$ cat src/rtl/dense_layer.sv
// Fully-connected output stage: per-class ternary/2-bit weighted accumulation of a flattened
// feature vector followed by a sequential argmax. Optional macro DENSE_SATURATE_EN clamps the adds.
module dense_layer #(
    parameter int FLATTENED_LENGTH = 50,
    parameter int NUM_CLASSES      = 2,
    parameter int DATA_WIDTH       = 8,
    parameter int ACC_WIDTH        = 16
) (
    input  logic                                  clk,
    input  logic                                  rst_cnn,
    input  logic [2*FLATTENED_LENGTH-1:0]         weights_input,
    input  logic [$clog2(NUM_CLASSES)-1:0]        weight_writeAddr,
    input  logic                                  weights_WrEn,
    input  logic [DATA_WIDTH-1:0]                 in_data,
    input  logic                                  in_valid,
    output logic                                  in_ready,
    output logic [NUM_CLASSES*ACC_WIDTH-1:0]      scores,
    output logic [$clog2(NUM_CLASSES)-1:0]        class_out,
    output logic                                  out_valid,
    input  logic                                  out_ready,
    output logic                                  busy
);

    localparam int CLS_W = $clog2(NUM_CLASSES);
    localparam int CNT_W = (FLATTENED_LENGTH > 1) ? $clog2(FLATTENED_LENGTH) : 1;
    localparam int SUM_W = ACC_WIDTH + DATA_WIDTH + 3;

    localparam logic [CNT_W-1:0] LAST_ELEM = CNT_W'(FLATTENED_LENGTH - 1);
    localparam logic [CLS_W-1:0] LAST_CLS  = CLS_W'(NUM_CLASSES - 1);

    typedef enum logic [1:0] {
        S_IDLE   = 2'd0,
        S_ACCUM  = 2'd1,
        S_ARGMAX = 2'd2,
        S_DONE   = 2'd3
    } state_t;

    state_t                          r_state;
    state_t                          w_state_next;
    logic [2*FLATTENED_LENGTH-1:0]   r_weights [NUM_CLASSES];
    logic signed [ACC_WIDTH-1:0]     r_acc     [NUM_CLASSES];
    logic signed [ACC_WIDTH-1:0]     w_acc_next[NUM_CLASSES];
    logic [CNT_W-1:0]                r_elem_cnt;
    logic [CLS_W-1:0]                r_cidx;
    logic signed [ACC_WIDTH-1:0]     r_best;
    logic [CLS_W-1:0]                r_idx;
    logic                            r_out_valid;
    logic                            w_in_ready;
    logic                            w_busy;
    logic                            w_accept;
    logic                            w_take;

`ifdef DENSE_SATURATE_EN
    localparam logic signed [SUM_W-1:0] SAT_MAX =
        {{(SUM_W-ACC_WIDTH+1){1'b0}}, {(ACC_WIDTH-1){1'b1}}};
    localparam logic signed [SUM_W-1:0] SAT_MIN =
        {{(SUM_W-ACC_WIDTH+1){1'b1}}, {(ACC_WIDTH-1){1'b0}}};

    // Clamp a wide exact sum into the signed accumulator range.
    function automatic logic signed [ACC_WIDTH-1:0] f_sat(input logic signed [SUM_W-1:0] v);
        logic signed [ACC_WIDTH-1:0] res;
        if (v > SAT_MAX) begin
            res = SAT_MAX[ACC_WIDTH-1:0];
        end else if (v < SAT_MIN) begin
            res = SAT_MIN[ACC_WIDTH-1:0];
        end else begin
            res = v[ACC_WIDTH-1:0];
        end
        return res;
    endfunction
`endif

    // State register.
    always_ff @(posedge clk or negedge rst_cnn) begin
        if (!rst_cnn) begin
            r_state <= S_IDLE;
        end else begin
            r_state <= w_state_next;
        end
    end

    // Next-state logic and state-decoded handshake/status outputs.
    always_comb begin
        w_state_next = r_state;
        w_in_ready   = 1'b0;
        w_busy       = 1'b1;
        case (r_state)
            S_IDLE: begin
                w_in_ready = 1'b1;
                w_busy     = 1'b0;
                if (in_valid && (r_elem_cnt == LAST_ELEM)) begin
                    w_state_next = S_ARGMAX;
                end else if (in_valid) begin
                    w_state_next = S_ACCUM;
                end else begin
                    w_state_next = S_IDLE;
                end
            end
            S_ACCUM: begin
                w_in_ready = 1'b1;
                if (in_valid && (r_elem_cnt == LAST_ELEM)) begin
                    w_state_next = S_ARGMAX;
                end else begin
                    w_state_next = S_ACCUM;
                end
            end
            S_ARGMAX: begin
                if (r_cidx == LAST_CLS) begin
                    w_state_next = S_DONE;
                end else begin
                    w_state_next = S_ARGMAX;
                end
            end
            S_DONE: begin
                if (out_ready) begin
                    w_state_next = S_IDLE;
                end else begin
                    w_state_next = S_DONE;
                end
            end
            default: begin
                w_state_next = S_IDLE;
                w_busy       = 1'b0;
            end
        endcase
    end

    assign w_accept = in_valid & w_in_ready;

    // Per-class multiply-accumulate; the first element of an inference starts from zero.
    always_comb begin
        logic signed [SUM_W-1:0] v_x;
        logic signed [SUM_W-1:0] v_w;
        logic signed [SUM_W-1:0] v_base;
        logic signed [SUM_W-1:0] v_sum;
        logic [1:0]              v_wbits;
        v_x = {{(SUM_W-DATA_WIDTH){1'b0}}, in_data};
        for (int c = 0; c < NUM_CLASSES; c++) begin
            v_wbits = r_weights[c][{r_elem_cnt, 1'b0} +: 2];
            v_w     = {{(SUM_W-2){v_wbits[1]}}, v_wbits};
            if (r_state == S_IDLE) begin
                v_base = '0;
            end else begin
                v_base = {{(SUM_W-ACC_WIDTH){r_acc[c][ACC_WIDTH-1]}}, r_acc[c]};
            end
            v_sum = v_base + (v_x * v_w);
`ifdef DENSE_SATURATE_EN
            w_acc_next[c] = f_sat(v_sum);
`else
            w_acc_next[c] = v_sum[ACC_WIDTH-1:0];
`endif
        end
    end

    // Weight memory: rows are writable only while idle.
    always_ff @(posedge clk or negedge rst_cnn) begin
        if (!rst_cnn) begin
            for (int c = 0; c < NUM_CLASSES; c++) begin
                r_weights[c] <= '0;
            end
        end else if ((r_state == S_IDLE) && !weights_WrEn
                     && (int'(weight_writeAddr) < NUM_CLASSES)) begin
            r_weights[weight_writeAddr] <= weights_input;
        end
    end

    // Accumulators and element counter.
    always_ff @(posedge clk or negedge rst_cnn) begin
        if (!rst_cnn) begin
            for (int c = 0; c < NUM_CLASSES; c++) begin
                r_acc[c] <= '0;
            end
            r_elem_cnt <= '0;
        end else begin
            case (r_state)
                S_IDLE, S_ACCUM: begin
                    if (w_accept) begin
                        for (int c = 0; c < NUM_CLASSES; c++) begin
                            r_acc[c] <= w_acc_next[c];
                        end
                        r_elem_cnt <= (r_elem_cnt == LAST_ELEM) ? '0 : r_elem_cnt + 1'b1;
                    end
                end
                S_DONE: begin
                    if (out_ready) begin
                        for (int c = 0; c < NUM_CLASSES; c++) begin
                            r_acc[c] <= '0;
                        end
                    end
                end
                default: begin
                end
            endcase
        end
    end

    // Strict greater-than keeps the lowest index on ties.
    assign w_take = (r_cidx == '0) || (r_acc[r_cidx] > r_best);

    // Sequential argmax scan and result-valid flag.
    always_ff @(posedge clk or negedge rst_cnn) begin
        if (!rst_cnn) begin
            r_cidx      <= '0;
            r_best      <= '0;
            r_idx       <= '0;
            r_out_valid <= 1'b0;
        end else begin
            case (r_state)
                S_ARGMAX: begin
                    if (w_take) begin
                        r_best <= r_acc[r_cidx];
                        r_idx  <= r_cidx;
                    end
                    if (r_cidx == LAST_CLS) begin
                        r_cidx      <= '0;
                        r_out_valid <= 1'b1;
                    end else begin
                        r_cidx <= r_cidx + 1'b1;
                    end
                end
                S_DONE: begin
                    if (out_ready) begin
                        r_out_valid <= 1'b0;
                    end
                end
                default: begin
                end
            endcase
        end
    end

    // Flatten the accumulators onto the score bus.
    always_comb begin
        scores = '0;
        for (int c = 0; c < NUM_CLASSES; c++) begin
            scores[c*ACC_WIDTH +: ACC_WIDTH] = r_acc[c];
        end
    end

    assign in_ready  = w_in_ready;
    assign busy      = w_busy;
    assign out_valid = r_out_valid;
    assign class_out = r_idx;

endmodule
$ cat config.mk
export PLATFORM = sky130hd
export DESIGN_NAME = dense_layer
export DESIGN_NICKNAME = d
export VERILOG_FILES = /design/src/rtl/dense_layer.sv
export SDC_FILE = /design/constraint.sdc
export NUM_CORES = 1
export LEC_CHECK = 0
export BUFFER_PORTS_ARGS = -buffer_cell sky130_fd_sc_hd__buf_2
export CORE_MARGIN = 2
export CORE_UTILIZATION = 40
export CTS_BUF_LIST = sky130_fd_sc_hd__clkbuf_8 sky130_fd_sc_hd__clkbuf_16
export DETAILED_ROUTE_END_ITERATION = 8
export GPL_ROUTABILITY_DRIVEN = 0
export GPL_TIMING_DRIVEN = 0
export SYNTH_ARGS = -nofsm -noshare
export SYNTH_HDL_FRONTEND = slang
export SYNTH_SLANG_ARGS = --single-unit
$ cat constraint.sdc
create_clock -name clk -period 5.42 [get_ports clk]
set_input_delay 0.542 -clock clk [delete_from_list [all_inputs] [get_ports clk]]
set_output_delay 0.542 -clock clk [all_outputs]
set_load 0.005 [all_outputs]
==> results.yml, run 1 <==
run_status:
  status: "complete, no violations"
critical_path:
  rr_startpoint: "r_elem_cnt[0]$_DFFE_PN0P_"
  cp-start-kind: "flip-flop"
  crit_type: "flip-flop to flip-flop"
  critPathMaxStageDelay_ns: 0.58
  crit_slowest_cell: "mux4_2"
  crit_chain: "buf_6 > buf_2 > mux4_2 > mux4_2 > nand2_1 > a31oi_4 > and2_1 > fa_1 > ha_1 > o211ai_1 > a211oi_1 > o31ai_2 > o211ai_1 > a41o_1 > or4b_1 > o211ai_1"
  endpoint_kind: "flip-flop"
  path_max_fanout: 10
  reg2reg_depth: 16
  required_ns: 5.91
  r2r-end: "scores[15]$_DFFE_PN0P_"
  cpMostUsedCell: "o211ai_1"
  critical_path_arrival_ns: 5.72
  worst-r2r-setup-slack_ns: 0.19
sta:
  finalSetupViolCount: 0
  period_needed_ns: 5.23
  final_max_slew_viol_count: 0
  clock-skew-final_ns: 0.0115
  tightest_slew_ns: 1.08
  max_freq_ghz: 0.191
  fin_tns_setup_ns: 0
  fin_crit_sh_pct: 96.5
  setup_slack_ns: 0.189
  relSlewSlack_pct: 27.3
  finalHoldViolations: 0
worst_hold_path:
  min_path_cells: 2
  min_to: "r_weights[97]$_DFFE_PN0P_"
  worstHoldStart: "weights_input[97]"
  hp-class: "input port to flip-flop"
routing:
  ant_nets: 0
  wl_um: 36300
  first_pass_iters: 5
  dr_total_vias: 9757
  drt-wirelength-per-cell_um: 19.8
  first_iter_violations: 416
  vias_per_cell: 5.33
  drcViolationCount: 0
die:
  die_w_um: 193
  initial_core_util_pct: 40.3
  coreArea_um2: 35300
  die_h_um: 193
  core.rowCount: 69
  pin_count: 150
  die_area_um2: 37100
final_layout:
  num-fill-cells: 3231
  final_area_um2: 16800
  nNetsFinal: 1534
  fin_util_pct: 47.6
  final_cells: 1829
  drive_gt1_share_pct: 36.8
  syn_to_final_growth_pct: 18.1
clock_tree:
  clkTransAtPathRegs_ns: 0.07
  cts_tree: "done"
  clock_latency_ns: 0.57
  cts_sinks: 259
  root_buffer: "clkbuf_16"
  cts_buffers: 29
  cts_buffer_depth: 3
  h-tree-depth: 1
place:
  dp_hpwl_um: 27000
  dp_slack_ns: -0.958
  place_area_um2: 15600
  placedCellCount: 1767
  port_buffers: 149
global_routing:
  globalRoute.totalOverflow: 0
  track_usage_pct: 20.2
  grt_pass1_vias: 10300
  grt_pass1_wl_um: 57600
  antenna_found_initial: 9
  grt_max_degree: 98
yosys:
  avgSynthCellArea_um2: 12.3
  synthTopCellsByArea: "dfrtp_1 (46%), mux2_2 (16%), mux4_2 (8.5%), ha_1 (5.5%), nand2_1 (2.7%)"
  synth-seq-cells: 259
  ys.flop_type: "dfrtp_1"
  ys_seq_area_share_pct: 45.6
  synthMostInstantiatedCell: "dfrtp_1"
  synth_cell_types: 52
  synth_area_um2: 14200
  synth_edf_count: 0
  ys_top_cells_by_count: "dfrtp_1 (259), mux2_2 (204), nand2_1 (103)"
  yosys.area.top_type: "dfrtp_1"
  synth.top_cell.area_share_pct: 45.6
  syn_nets: 1345
  yosysWarnings: 0
  async_flop_share_pct: 100
  netlist_instances: 1153
power:
  cellLeakagePower_nw: 7.85
  vdd_drop_max_v: 0.000357
  p_per_area_nw_per_um2: 566
job:
  drv_cap: 0
power breakdown:
part	switching, mW	total, mW	internal [mW]
Combinational	2.69	5.00	2.31
Clock	0.829	2.00	1.17
Sequential	0.280	2.51	2.23
critical path, delay by kind of cell (launching register included):
kind / cells / cell delay [ns]
AO/OA/AOI/OAI: 7 / 1.49
flip-flops: 1 / 0.41
AND/OR/NAND/NOR: 3 / 0.87
buffers and inverters: 2 / 0.48
multiplexers: 2 / 1.09
adder cells (fa/ha/maj): 2 / 0.79
sequential cells by signal, summed over array words and instances, names as in the netlist:
name / count
class_out: 1
out_valid: 1
r_best: 16
r_cidx: 1
r_elem_cnt: 6
r_state: 2
r_weights: 200
scores: 32
stage by stage:
stage          hold WS [ns]  power, mW
4_1_cts               0.196       9.52
6_report              0.216       9.51
2_1_floorplan         0.246       6.03
3_3_place_gp          0.484       7.19
3_5_place_dp          0.490       7.35
5_1_grt               0.196       10.3
worst max path at each step:
stage | to | cells past startpoint | start
floorplan | scores[30]$_DFFE_PN0P_ | 16 | r_elem_cnt[1]$_DFFE_PN0P_
global placement | scores[14]$_DFFE_PN0P_ | 16 | r_elem_cnt[2]$_DFFE_PN0P_
detailed placement | scores[14]$_DFFE_PN0P_ | 17 | r_elem_cnt[1]$_DFFE_PN0P_
CTS | scores[14]$_DFFE_PN0P_ | 17 | r_elem_cnt[1]$_DFFE_PN0P_
global route | scores[15]$_DFFE_PN0P_ | 16 | r_elem_cnt[0]$_DFFE_PN0P_
finish | scores[15]$_DFFE_PN0P_ | 16 | r_elem_cnt[0]$_DFFE_PN0P_
placed cells by master, fill, tap and decap left out, types with 5 or more instances in the layout:
cell type,Yosys,layout
o221ai_1,16,16
o31ai_1,7,5
mux2i_1,26,24
clkbuf_16,0,29
fa_1,16,16
clkbuf_1,38,36
buf_6,4,7
nand2b_1,21,21
a21oi_1,20,20
and2_1,23,23
o22ai_1,6,6
mux2_2,204,204
dfrtp_1,259,259
xor2_1,17,17
buf_4,2,5
o21ai_0,38,38
nor2_1,34,34
nor3_1,14,12
diode_2,0,5
a21o_1,15,15
inv_1,61,67
xnor2_1,11,11
ha_1,62,62
nand3_1,5,5
a22o_1,7,7
o211ai_1,8,8
nand2_1,103,103
buf_2,10,157
nor2b_1,11,11
mux4_2,54,54
cell type report:
| cell class | instances | area (um^2) | share of cell area, % |
|---|---|---|---|
| diodes | 5 | 12.5 | 0.0745 |
| plain buffers | 59 | 295 | 1.76 |
| clock buffers | 33 | 781 | 4.65 |
| clock inverters | 19 | 191 | 1.14 |
| inverters | 63 | 236 | 1.41 |
| multi-input cells | 772 | 7360 | 43.8 |
| flip-flops and latches | 259 | 6480 | 38.6 |
| well taps | 461 | 577 | 3.43 |
| repair buffers | 158 | 873 | 5.20 |
layer usage:
metal	wire, um	up-vias	global-route usage (%)	share of wire, %
met1	15900	4954	26.7	44
met5	46	-	0	0.13
met3	1920	45	3.98	5.3
met2	17900	207	34.6	49
li1	-	4543	-	-
met4	542	8	4.23	1.5
kinds of logic (layout without fill, tap and decap cells):
| family | Yosys count | after routing | share of synthesized area (%) |
|---|---|---|---|
| AO/OA/AOI/OAI | 145 | 145 | 6.90 |
| adder cells (fa/ha/maj) | 78 | 78 | 7.70 |
| AND/OR/NAND/NOR | 237 | 237 | 8.01 |
| XOR/XNOR | 28 | 28 | 1.72 |
| flip-flops | 259 | 259 | 45.6 |
| multiplexers | 284 | 284 | 26.5 |
| buffers and inverters | 122 | 332 | 3.57 |
| other | 0 | 5 | 0 |
repair_timing:
| item | CTS | global route |
|---|---|---|
| hold buffers | 1 | 0 |
| pin swaps | 1 | 4 |
| gates resized for setup | 15 | 15 |
| setup endpoints to repair | 15 | 10 |
| setup buffers | 1 | 3 |
| hold endpoints to repair | 68 | 0 |
| cloned | 0 | 0 |
Note: power is estimated with default switching activity, not from simulation.
==> run 2: changes to the inputs <==
Settings changed: BUFFER_PORTS_ARGS -buffer_cell sky130_fd_sc_hd__buf_2 to -buffer_cell sky130_fd_sc_hd__clkbuf_2.
==> run 2 against run 1 <==
First-iteration DRC count fell by 2.6%. Sequential power hardly changed. Sequential share of layout area decreased by 0.32 points. Final cell count is 0.22% lower. Register-to-register slack better by 0.02 ns. Die area unchanged. Combinational power is essentially flat. Worst hold slack got worse by 0.21 ns. Via count about the same. Non-clock buffer count fell by 3. Critical path type unchanged. Largest power group unchanged.
==> results.yml, run 2 (synthesized netlist as in run 1, its figures left out) <==
critical_path:
  critPathMaxStageDelay_ns: 0.55
  crit_type: "flip-flop to flip-flop"
  cp-start-kind: "flip-flop"
  startpoint: "r_elem_cnt[0]$_DFFE_PN0P_"
  endpoint_kind: "flip-flop"
  rr_startpoint: "r_elem_cnt[0]$_DFFE_PN0P_"
  path_max_fanout: 10
  cp_num_buf_inv: 2
  crit_chain: "buf_6 > buf_8 > mux4_2 > mux4_2 > a211oi_4 > a31oi_4 > and2_4 > fa_1 > ha_1 > o211ai_1 > a211oi_1 > o31ai_2 > o211ai_1 > a41o_1 > or4b_1 > o211ai_1"
  crit_family: "compound AO/OA/AOI/OAI gates"
  critical_path_arrival_ns: 5.68
  required_ns: 5.89
  cpMostUsedCell: "o211ai_1"
  crit_slowest_cell: "mux4_2"
global_routing:
  grt_max_degree: 114
  grt_pass1_wl_um: 58000
  track_usage_pct: 20.3
  globalRoute.totalOverflow: 0
  antenna_found_initial: 0
  grt_pass1_vias: 10400
power:
  cellLeakagePower_nw: 7.95
  vdd_drop_max_v: 0.000351
  p_per_area_nw_per_um2: 578
sta:
  rsz0062_at_grt: "false"
  finalHoldViolations: 0
  clock-skew-final_ns: 0.0517
  tightest_slew_ns: 1.05
  period_needed_ns: 5.21
  final_max_slew_viol_count: 0
  whs_ns: 0.00515
  max_freq_ghz: 0.192
  relSlewSlack_pct: 29.5
  finalSetupViolCount: 0
  fin_crit_sh_pct: 96.2
  fin_tns_setup_ns: 0
final_layout:
  final_area_um2: 16900
  num-fill-cells: 3248
  nNetsFinal: 1532
  layout_commonest_cell: "dfrtp_1"
  antenna_cells: 0
  final_cell_mix: "dfrtp_1 (259), mux2_2 (204), clkbuf_2 (150), nand2_1 (103), ha_1 (62)"
  final_cells: 1825
  fin_util_pct: 48.0
  drive_gt1_share_pct: 37.5
  top_register: "r_weights"
  largest_reg_flops: 200
  register_area_um2: 6480
  multi_input_area_um2: 7360
  syn_to_final_growth_pct: 19.1
clock_tree:
  cts_buffer_depth: 3
  cts_tree: "done"
  cts_sinks: 259
  clkTransAtPathRegs_ns: 0.06
  clock_latency_ns: 0.59
  h-tree-depth: 1
  cts_buffers: 30
  root_buffer: "clkbuf_16"
routing:
  drcViolationCount: 0
  first_iter_violations: 405
  drt-wirelength-per-cell_um: 19.9
  wl_um: 36400
  vias_per_cell: 5.35
  dr_total_vias: 9763
  first_pass_iters: 4
  ant_nets: 0
place:
  port_buffers: 149
  place_area_um2: 15600
  placedCellCount: 1767
  dp_hpwl_um: 27100
job:
  drv_cap: 0
die:
  die_h_um: 193
  die_area_um2: 37100
  die_w_um: 193
  initial_core_util_pct: 40.3
  pin_count: 150
  core.rowCount: 69
  coreArea_um2: 35300
run_status:
  status: "complete, no violations"
worst_hold_path:
  hp-class: "input port to async pin"
## run 2: worst reg2reg max path: cells and delay by family (launching register included)
family	cells	cell delay, ns
AND/OR/NAND/NOR	2	0.72
adder cells (fa/ha/maj)	2	0.80
buffers and inverters	2	0.34
multiplexers	2	1.09
AO/OA/AOI/OAI	8	1.75
flip-flops	1	0.41
## run 2: through the flow
| stage | power, mW | setup slack [ns] |
|---|---|---|
| 2_1_floorplan | 6.03 | 0.403 |
| 3_3_place_gp | 7.20 | -1.80 |
| 3_5_place_dp | 7.34 | -0.999 |
| 4_1_cts | 9.80 | 0.0316 |
| 5_1_grt | 10.6 | 0.0184 |
| 6_report | 9.79 | 0.207 |
## run 2: final cells by class
| type | instances | share of cell area (%) |
|---|---|---|
| clock inverter | 21 | 1.84 |
| tap | 461 | 3.40 |
| multi-input combinational | 772 | 43.4 |
| sequential | 259 | 38.2 |
| timing repair buffer | 155 | 5.00 |
| clock buffer | 35 | 4.84 |
| inverter | 63 | 1.40 |
| buffer | 59 | 1.85 |
## run 2: power breakdown
group	total, mW	switching (mW)	internal, mW
clock	2.27	0.856	1.42
sequential	2.51	0.288	2.23
combinational	5.00	2.70	2.31
total	9.79	3.84	5.95
## run 2: path summary, 6_finish.rpt
check	depth (start not counted)	slack (ns)	to
setup / recovery	16	0.21	scores[15]$_DFFE_PN0P_
min in group clk	2	0.19	r_weights[54]$_DFFE_PN0P_
hold / removal	1	0.005	class_out$_DFFE_PN0P_
hold reg to reg	1	0.50	r_weights[168]$_DFFE_PN0P_
max in group asynchronous	3	4.05	r_weights[172]$_DFFE_PN0P_
setup reg to reg	16	0.21	scores[15]$_DFFE_PN0P_
## run 2: metal layers
layer  vias up  GRT usage [%]  part of all wire (%)
li1       4529              -                     -
met1      4978           26.8                    44
met2       215           34.9                    49
met3        41           3.46                   5.1
met4         0           4.58                   2.1
met5         -              0                     0
## run 2: timing repair
item | in CTS | in global routing
hold buffers | 0 | 0
endpoints found under the hold margin | 0 | 0
pin swaps | 1 | 4
gates resized for setup | 18 | 16
buffers inserted | 1 | 1
setup endpoints to repair | 16 | 12
==> run 3: changes to the inputs <==
Settings changed: CORE_UTILIZATION 40 to 45.
==> run 3 against run 2 <==
Global-route usage up 1.6 points. Final cell count down 3.5%. Register-to-register slack about the same. Largest power group unchanged.
==> results.yml, run 3 (synthesized netlist as in run 1, its figures left out) <==
critical_path:
  required_ns: 5.90
  worst-r2r-setup-slack_ns: 0.22
  reg2reg_depth: 16
  path_max_fanout: 10
  cpMostUsedCell: "o211ai_1"
  critical_path_arrival_ns: 5.68
  r2r-end: "scores[15]$_DFFE_PN0P_"
  startpoint: "r_elem_cnt[0]$_DFFE_PN0P_"
  cp-start-kind: "flip-flop"
  critPathMaxStageDelay_ns: 0.59
  endpoint_kind: "flip-flop"
  crit_chain: "buf_6 > buf_2 > mux4_2 > mux4_2 > nand2_1 > a31oi_4 > and2_1 > fa_1 > ha_1 > o211ai_1 > a211oi_1 > o31ai_2 > o211ai_1 > a41o_1 > or4b_1 > o211ai_1"
  rr_startpoint: "r_elem_cnt[0]$_DFFE_PN0P_"
  crit_slowest_cell: "mux4_2"
  crit_type: "flip-flop to flip-flop"
  cp-endpoint: "scores[15]$_DFFE_PN0P_"
sta:
  fin_tns_setup_ns: 0
  tightest_slew_ns: 1.15
  clock-skew-final_ns: 0.0148
  final_max_slew_viol_count: 0
  relSlewSlack_pct: 22.7
  finalSetupViolCount: 0
  period_needed_ns: 5.20
  max_freq_ghz: 0.192
  rsz0062_at_grt: "false"
  finalHoldViolations: 0
  fin_crit_sh_pct: 96.0
die:
  pin_count: 150
  coreArea_um2: 31300
  initial_core_util_pct: 45.4
  die_h_um: 182
  die_w_um: 182
  die_area_um2: 33100
  core.rowCount: 65
routing:
  dr_total_vias: 9800
  drcViolationCount: 0
  ant_nets: 0
  drt-wirelength-per-cell_um: 20.1
  first_pass_iters: 5
  wl_um: 35500
  vias_per_cell: 5.56
  first_iter_violations: 440
clock_tree:
  h-tree-depth: 1
  cts_tree: "done"
  cts_buffer_depth: 3
  cts_sinks: 259
  cts_buffers: 29
  clkTransAtPathRegs_ns: 0.06
  postCtsSetupRepairBufs: 0
  root_buffer: "clkbuf_16"
  clock_latency_ns: 0.56
global_routing:
  grt_pass1_wl_um: 56200
  globalRoute.totalOverflow: 0
  track_usage_pct: 21.9
  grt_max_degree: 78
  grt_pass1_vias: 10000
  antenna_found_initial: 3
power:
  total_power_mw: 9.45
  cellLeakagePower_nw: 7.88
  p_per_area_nw_per_um2: 566
  vdd_drop_max_v: 0.000297
final_layout:
  nNetsFinal: 1531
  drive_gt1_share_pct: 36.9
  final_area_um2: 16700
  largest_reg_flops: 200
  top_register: "r_weights"
  final_cell_mix: "dfrtp_1 (259), mux2_2 (204), clkbuf_2 (149), nand2_1 (103), inv_1 (65)"
  layout_commonest_cell: "dfrtp_1"
  syn_to_final_growth_pct: 17.5
place:
  place_area_um2: 15600
  dp_hpwl_um: 26400
  port_buffers: 149
run_status:
  status: "complete, no violations"
worst_hold_path:
  hp-class: "input port to flip-flop"
job:
  drv_cap: 0
-- run 3: cell count changes in the layout (fill, tap and decap cells not counted), sizes merged --
cell           previous run  this run
clkinvlp                  1         2
buf                      24        25
inv                      63        68
diode                     0         1
clkbuf                  223       225
clkinv                   13         5
bufinv                    7         2
dlygate4sd3               0         1
clkdlybuf4s15             2         0
-- run 3: cell type report --
class	count	area (um^2)
Antenna cell	1	2.50
Buffer	59	292
Sequential cell	259	6480
Multi-Input combinational cell	772	7360
Clock inverter	14	135
Fill cell	2780	14600
Inverter	63	236
Tap cell	402	503
Timing Repair Buffer	155	866
Clock buffer	37	836
-- run 3: stage by stage --
stage,worst slack (ns),cells,hold WS (ns),utilization (%)
after global placement,-1.76,1704,0.484,49.4
after CTS,0.0155,1761,0.200,53.2
after floorplan,0.403,1153,0.246,-
final,0.217,1762,0.217,53.4
after global routing,0.00244,1761,0.211,53.4
after detailed placement,-0.926,1709,0.492,49.8
-- run 3: worst min path at each step --
stage | startpoint | to | slack, ns | cells past startpoint
after floorplan | rst_cnn | class_out$_DFFE_PN0P_ | 0.25 | 0
after global placement | r_weights[11]$_DFFE_PN0P_ | r_weights[11]$_DFFE_PN0P_ | 0.48 | 1
after detailed placement | r_weights[123]$_DFFE_PN0P_ | r_weights[123]$_DFFE_PN0P_ | 0.49 | 1
after CTS | weights_input[94] | r_weights[194]$_DFFE_PN0P_ | 0.20 | 2
after global routing | weights_input[99] | r_weights[199]$_DFFE_PN0P_ | 0.21 | 2
final | weights_input[94] | r_weights[194]$_DFFE_PN0P_ | 0.22 | 2
-- run 3: worst max-delay path, delay by kind of cell (launching register included) --
kind | cells | cell delay, ns
compound gates | 7 | 1.51
mux | 2 | 1.11
simple gates | 3 | 0.84
fa+ha+maj | 2 | 0.80
buf+inv | 2 | 0.45
flops | 1 | 0.40
-- run 3: layer usage --
layer,routed length (um),vias up,GRT usage [%]
met4,787,2,5.11
met5,10,-,0
li1,-,4544,-
met3,1550,55,3.49
met1,15800,5009,29.8
met2,17300,190,37.1
-- run 3: report_power, final --
part	internal [mW]	total [mW]	switching, mW
registers	2.23	2.51	0.286
clock network	1.18	1.98	0.807
logic	2.28	4.96	2.68
-- run 3: timing repair --
action,4_1_cts,5_1_grt
gates resized for setup,16,14
pin swaps,0,4
hold buffers,1,0
cloned,0,0
hold endpoints to repair,49,0
setup endpoints to repair,16,20
